<file path="src/rtl/deserializer.sv">
// -----------------------------------------------------------------------------
// deserializer
//
// Assembles a serial bit stream into WIDTH-bit parallel words, MSB first.
// A completed word moves into a holding register (par_data) and is marked
// pending. It is then handed downstream as a one-cycle par_strobe pulse once
// the downstream side reports room (par_ready).
//
// If a word is still pending when the next word's last bit arrives, that bit
// is refused (ser_ready low). A refused bit that is offered anyway is dropped
// and recorded in the sticky overrun flag.
//
// Ports
//   clk          clock
//   reset        asynchronous, active-high reset
//   ser_data     serial bit value, sampled when ser_strobe is high
//   ser_strobe   level-valid: each cycle it is high offers one bit
//   ser_ready    combinational: a bit offered this cycle is accepted
//   frame_reset  synchronous resync: discards the partial word and overrun,
//                keeps any pending word
//   par_data     holding register with the last completed word
//   par_ready    downstream can take a word (the !full of a one-level buffer)
//   par_strobe   registered one-cycle pulse: par_data is valid for capture
//   overrun      sticky: a bit was dropped since the last reset/frame_reset
//   is_empty     registered: no partial bits and no pending word
// -----------------------------------------------------------------------------
module deserializer #(
    parameter int WIDTH       = 8,
    parameter int COUNT_WIDTH = 3
) (
    input  logic             clk,
    input  logic             reset,
    input  logic             ser_data,
    input  logic             ser_strobe,
    output logic             ser_ready,
    input  logic             frame_reset,
    output logic [WIDTH-1:0] par_data,
    input  logic             par_ready,
    output logic             par_strobe,
    output logic             overrun,
    output logic             is_empty
);

    localparam logic [COUNT_WIDTH-1:0] LAST_BIT = COUNT_WIDTH'(WIDTH - 1);

    // Registered state
    logic [WIDTH-1:0]       shifter;
    logic [COUNT_WIDTH-1:0] bit_count;
    logic                   pending;

    // Next-state values
    logic [WIDTH-1:0]       shifter_next;
    logic [COUNT_WIDTH-1:0] bit_count_next;
    logic                   pending_next;
    logic [WIDTH-1:0]       par_data_next;
    logic                   par_strobe_next;
    logic                   overrun_next;
    logic                   is_empty_next;

    // Per-cycle events
    logic accept;     // a bit is taken into the shifter
    logic drop;       // a bit is offered but refused
    logic word_done;  // the accepted bit completes a word
    logic issue;      // the pending word is strobed out at this edge

    // NOTE: every signal written here gets a default first, so no path
    // leaves a signal unassigned and no latch is inferred.
    always_comb begin
        shifter_next    = shifter;
        bit_count_next  = bit_count;
        pending_next    = pending;
        par_data_next   = par_data;
        overrun_next    = overrun;

        // The only moment a bit cannot be taken is when it would complete a
        // word while the previous word still sits in the holding register.
        ser_ready = !(pending && (bit_count == LAST_BIT));

        accept    = ser_strobe && ser_ready && !frame_reset;
        drop      = ser_strobe && !ser_ready && !frame_reset;
        word_done = accept && (bit_count == LAST_BIT);

        // par_ready is not looked at during a strobe cycle. This guarantees
        // at least one low cycle between pulses, so the downstream full
        // flag has time to update.
        issue = pending && par_ready && !par_strobe;

        if (issue) begin
            pending_next = 1'b0;
        end

        if (frame_reset) begin
            // Resync: the partial word and the overrun history go away. A
            // pending word and its strobe are left alone.
            shifter_next   = '0;
            bit_count_next = '0;
            overrun_next   = 1'b0;
        end else begin
            if (accept) begin
                shifter_next   = {shifter[WIDTH-2:0], ser_data};
                bit_count_next = (bit_count == LAST_BIT) ? '0
                               : bit_count + COUNT_WIDTH'(1);
            end
            // Loading a new word overrides the clear from issue above. The
            // new word then becomes the pending one.
            if (word_done) begin
                par_data_next = {shifter[WIDTH-2:0], ser_data};
                pending_next  = 1'b1;
            end
            if (drop) begin
                overrun_next = 1'b1;
            end
        end

        par_strobe_next = issue;
        is_empty_next   = (bit_count_next == '0) && !pending_next;
    end

    // NOTE: state registers use non-blocking assignments so every register
    // samples the pre-edge values, whatever order the statements are in.
    always_ff @(posedge clk or posedge reset) begin
        if (reset) begin
            shifter    <= '0;
            bit_count  <= '0;
            pending    <= 1'b0;
            par_data   <= '0;
            par_strobe <= 1'b0;
            overrun    <= 1'b0;
            is_empty   <= 1'b1;
        end else begin
            shifter    <= shifter_next;
            bit_count  <= bit_count_next;
            pending    <= pending_next;
            par_data   <= par_data_next;
            par_strobe <= par_strobe_next;
            overrun    <= overrun_next;
            is_empty   <= is_empty_next;
        end
    end

endmodule

</file>
<file path="config.mk">
export PLATFORM = sky130hd
export DESIGN_NAME = deserializer
export DESIGN_NICKNAME = d
export VERILOG_FILES = /design/src/rtl/deserializer.sv
export SDC_FILE = /design/constraint.sdc
export NUM_CORES = 1
export LEC_CHECK = 0
export ABC_CLOCK_PERIOD_IN_PS = 2000
export CAP_MARGIN = 20
export CORE_MARGIN = 2
export CORE_UTILIZATION = 35
export DETAILED_ROUTE_END_ITERATION = 7
export HOLD_SLACK_MARGIN = 0.12
export PLACE_DENSITY = 0.58
export SYNTH_ARGS = -nofsm -noshare
export SYNTH_HDL_FRONTEND = slang
export SYNTH_SLANG_ARGS = --single-unit
</file>
<file path="constraint.sdc">
create_clock -name clk -period 2 [get_ports clk]
set_input_delay 0.3 -clock clk [delete_from_list [all_inputs] [get_ports clk]]
set_output_delay 0.3 -clock clk [all_outputs]
set_load 0.01 [all_outputs]
</file>
Word-level counts from Yosys, hierarchy flattened
Index checks and enable logic that the tools add are counted.
{"block": "op_classes", "bitwise_logic": 1, "eq_ne": 1, "n_addsub": 1, "muxes": 10, "reduce_logical": 17}
{"cell": "7-bit two-way mux", "n": 2}
{"cell": "1-bit logical AND", "n": 9}
{"cell": "3-bit two-way mux", "n": 3}
{"cell": "1-bit two-way mux", "n": 5}
{"cell": "1-bit logical NOT", "n": 4}
{"cell": "2-bit nonzero test", "n": 2}
{"cell": "3-bit by 1-bit adder with 3-bit output (second input constant)", "n": 1}
{"cell": "3-bit == test (second input constant)", "n": 1}
{"cell": "3-bit logical NOT", "n": 1}
{"cell": "2-bit AND reduction", "n": 1}
{"cell": "1-bit inverter", "n": 1}
{"block": "totals", "word_cells": 37, "register_bits": 22, "in_bits": 6, "out_inout_bits": 12}

Depth between registers and ports, before layout
{"block": "logic_depth", "word_depth": 10, "ltp_mapped": 6, "depth_no_buf": 5}

Least setup slack after synthesis
OpenSTA, ideal clock, no wires.
{"block": "synth_path", "path_type": "register to register", "startpoint": "reg bit_count[0]", "endpoint": "reg par_data[0]", "path_buffers": 1, "period_less_slack_ps": 1665, "t_arrival_ps": 1537, "t_required_ps": 1872, "path_stages_with_launch": 7, "path_slack_ps": 335, "setup_ps": 128, "path_cell_list": "dfrtp_1 ha_1 ha_1 and3b_1 nor2b_1 buf_2 mux2_1"}
{"block": "synth_via", "elab_chain_cells": 7}
{"element": "from (decl)", "line": "48", "text": "logic [COUNT_WIDTH-1:0] bit_count;"}
{"element": "from (signal assigned)", "line": "132", "text": "bit_count <= bit_count_next;"}
{"element": "3-bit == test *", "line": "77, 81"}
{"element": "1-bit logical AND", "line": "77", "text": "ser_ready = !(pending && (bit_count == LAST_BIT));"}
{"element": "1-bit logical NOT", "line": "77"}
{"element": "1-bit logical AND (2 in series)", "line": "79", "text": "accept = ser_strobe && ser_ready && !frame_reset;"}
{"element": "1-bit logical AND *", "line": "81", "text": "word_done = accept && (bit_count == LAST_BIT);"}
{"element": "2-bit AND reduction (no source line) *"}
{"element": "to (signal assigned)", "line": "134", "text": "par_data <= par_data_next;"}
{"element": "to (decl)", "line": "37", "text": "output logic [WIDTH-1:0] par_data,"}
Mark *: on every way between the ends. The rest lies on a longest branch, timed or not.
A chain may end at the register's enable or synchronous reset.

Worst setup path after layout
{"block": "layout_path", "startpoint": "reg bit_count[1]", "endpoint": "out ser_ready"}
{"block": "layout_via", "elab_chain_cells": 3}
{"element": "3-bit == test", "line": "77"}
{"element": "1-bit logical AND", "line": "77"}
{"element": "1-bit logical NOT", "line": "77"}
{"element": "to (decl)", "line": "35", "text": "output logic ser_ready,"}
No other way between the ends.

==> qor.csv <==
metric,value,unit
outcome,"finished, final reports clean",
CTS root buf,clkbuf_4,
Final WS setup,0.270,ns
GP Congestion,0.689,
maximum vdd ir drop,0.451,mV
Crit. End Element,primary output,
Worst-path clk slew,0.12,ns
H-tree depth,1,
Total Die Area,3050,um2
clk buf depth,2,
CTS tree,done,
# port buffers,17,
post-place setup slack,0.225,ns
count of different cell masters after synthesis,19,
fillers,251,
Synth Flop Type,dfrtp_1,
min Tclk post-route,1.73,ns
first-pass GRT wire length,2.66,mm
Rel. slew slack,0.815,
initial antenna violation count,0,
post-DR vias/cell,4.76,
LEAKAGE,0.596,nW
Iter 0 DRT Violations,6,
met2 Use GR,0.187,
max frequency,578,MHz
Post-Syn Instances,69,
Worst EP required,1.70,ns
Tot GR Track Use,0.128,
met1 usage,0.174,
DRT antenna net count,0,
largest net degree at the start of global routing,23,
row count,18,
Synth top area share,0.573,
DP Wirelength,1.09,mm
synthesis-stage register bit count,22,
"EDFF count, synth",0,
RSZ-0062 raised after global routing,false,
Post-Syn Area,917,um2
share of cells above drive strength 1,0.140,
DRT Pass-1 Iters,4,
Die Span X,55.2,um
Hold Worst Slack,0.316,ns
Synth area leader,dfrtp_1,
sequential fraction of the synthesis area,0.602,
Die Y,55.2,um
Layout area overhead,31.1,%
FF/Latch Area,552,um2
period utilisation layout,0.865,
"Avg Cell Area, Syn",13.3,um2
fin nets,102,
Final setup viols,0,
clock net sink count,22,
Ys Warns,0,
core area,2480,um2
later-pin clock latency in the skew report,0.30,ns
total length of routed wires,1.49,mm
Worst Tran Pin Value,0.277,ns
"top cells by area, synth","dfrtp_1, mux2i_1, mux2_1",
n_diodes,0,
routed len/inst,12.1,um
vias in the first global route,597,
Final Util,0.485,
Post-Route Setup TNS,0,ns
Remaining DRCs,0,
worst setup path category,reg -> out,
Setup Skew,0.00387,ns
Hold Fails Final Rpt,0,
IO Count,18,
Final Max Slew Viols,0,
DR vias,586,
asr flop ratio synth,1.00,
Syn Nets,77,
CP arrival,1.43,ns
initial core utilization,0.370,
Post-synth top cells,"dfrtp_1, mux2i_1, nor2_1",
GR Overflow Total,0,
multi-input logic area,343,um2
Hold Path Class,in -> async,
Worst Path Max Fanout,5,
cts hold-fix bufs,0,
Critical Path Start Type,register,
Max-cap violations,0,
pwr/cell area,713,nW/um2
GR Util met3,0.0296,
most frequent cell after synthesis,dfrtp_1,
busiest grt layer,met2,
number of buffers created by CTS,3,
metal layers:
layer	vias to the layer above	share of wire	wire length (um)
li1	286	-	-
met1	291	0.48	710
met2	7	0.48	709
met3	2	0.036	53
met4	0	0.0081	12
met5	-	0	0
cell families after synthesis:
logic type / after synthesis / synth area share
compound gates: 4 / 0.0341
fa+ha+maj: 2 / 0.0273
buf+inv: 4 / 0.0273
flops: 22 / 0.602
mux: 17 / 0.196
simple gates: 20 / 0.113
area by class of cell:
| cell class | instances | share of cell area |
|---|---|---|
| repair buffers | 23 | 0.178 |
| clock buffers | 3 | 0.0187 |
| clock inverters | 1 | 0.0250 |
| flip-flops and latches | 22 | 0.459 |
| well taps | 30 | 0.0312 |
| inverters | 1 | 0.00312 |
| multi-input cells | 43 | 0.285 |
sequential cells by signal, summed over array words and instances, names as in the netlist:
name,cells
par_data,8
shifter,7
bit_count,3
is_empty,1
overrun,1
par_strobe,1
pending,1
cells in the final DEF (no fill, tap or decap):
master | synthesis | layout
a21boi_2 | 1 | 1
a31oi_1 | 1 | 1
and3b_1 | 1 | 1
buf_4 | 0 | 6
bufinv_16 | 0 | 1
clkbuf_4 | 0 | 3
clkdlybuf4s50_1 | 0 | 16
dfrtp_1 | 21 | 21
dfstp_2 | 1 | 1
dlygate4sd2_1 | 0 | 1
ha_1 | 2 | 1
ha_2 | 0 | 1
inv_1 | 1 | 1
mux2_1 | 8 | 8
mux2i_1 | 9 | 9
nand2_1 | 2 | 2
nand2b_1 | 5 | 5
nor2_1 | 9 | 9
nor2b_1 | 1 | 1
nor4_1 | 1 | 1
o21ai_1 | 1 | 1
o22a_1 | 1 | 1
or4b_1 | 1 | 1
timing repair:
item / CTS / global route
setup endpoints to repair: 1 / 0
setup buffers: 2 / 0
resized for setup: 2 / 0
where the power goes:
part / switching [W] / internal [W] / total [W] / leakage (nW)
Combinational: 0.0000299 / 0.0000349 / 0.0000648 / 0.267
Sequential: 0.00000530 / 0.000456 / 0.000461 / 0.302
Clock: 0.000129 / 0.000202 / 0.000332 / 0.0279
Total: 0.000164 / 0.000693 / 0.000857 / 0.596
final timing paths:
path / start / end / slack (ns) / cells past startpoint
worst max-delay path: bit_count[1] / ser_ready / 0.27 / 4
worst min-delay path: reset / par_data[7] / 0.32 / 3
worst max register to register: bit_count[1] / par_data[1] / 0.29 / 6
worst min register to register: par_strobe / par_strobe / 0.47 / 1
max in group asynchronous: reset / is_empty / 1.41 / 3
min in group clk: par_strobe / par_strobe / 0.47 / 1
critical path, stage by stage, from the launching register on:
cell and delay, ns:
dfrtp_1 0.41, ha_1 0.20, ha_2 0.20, nand2_1 0.06, dlygate4sd2_1 0.26
through the flow:
step / instances / cell area (um2) / total power, W
3_5_place_dp: 117 / 1130 / 0.000532
5_1_grt: 123 / 1200 / 0.000906
6_report: 123 / 1200 / 0.000857
4_1_cts: 123 / 1200 / 0.000870
3_3_place_gp: 117 / 1130 / 0.000531
2_1_floorplan: 69 / 917 / 0.000504
Power figures use the tool's default switching activity.
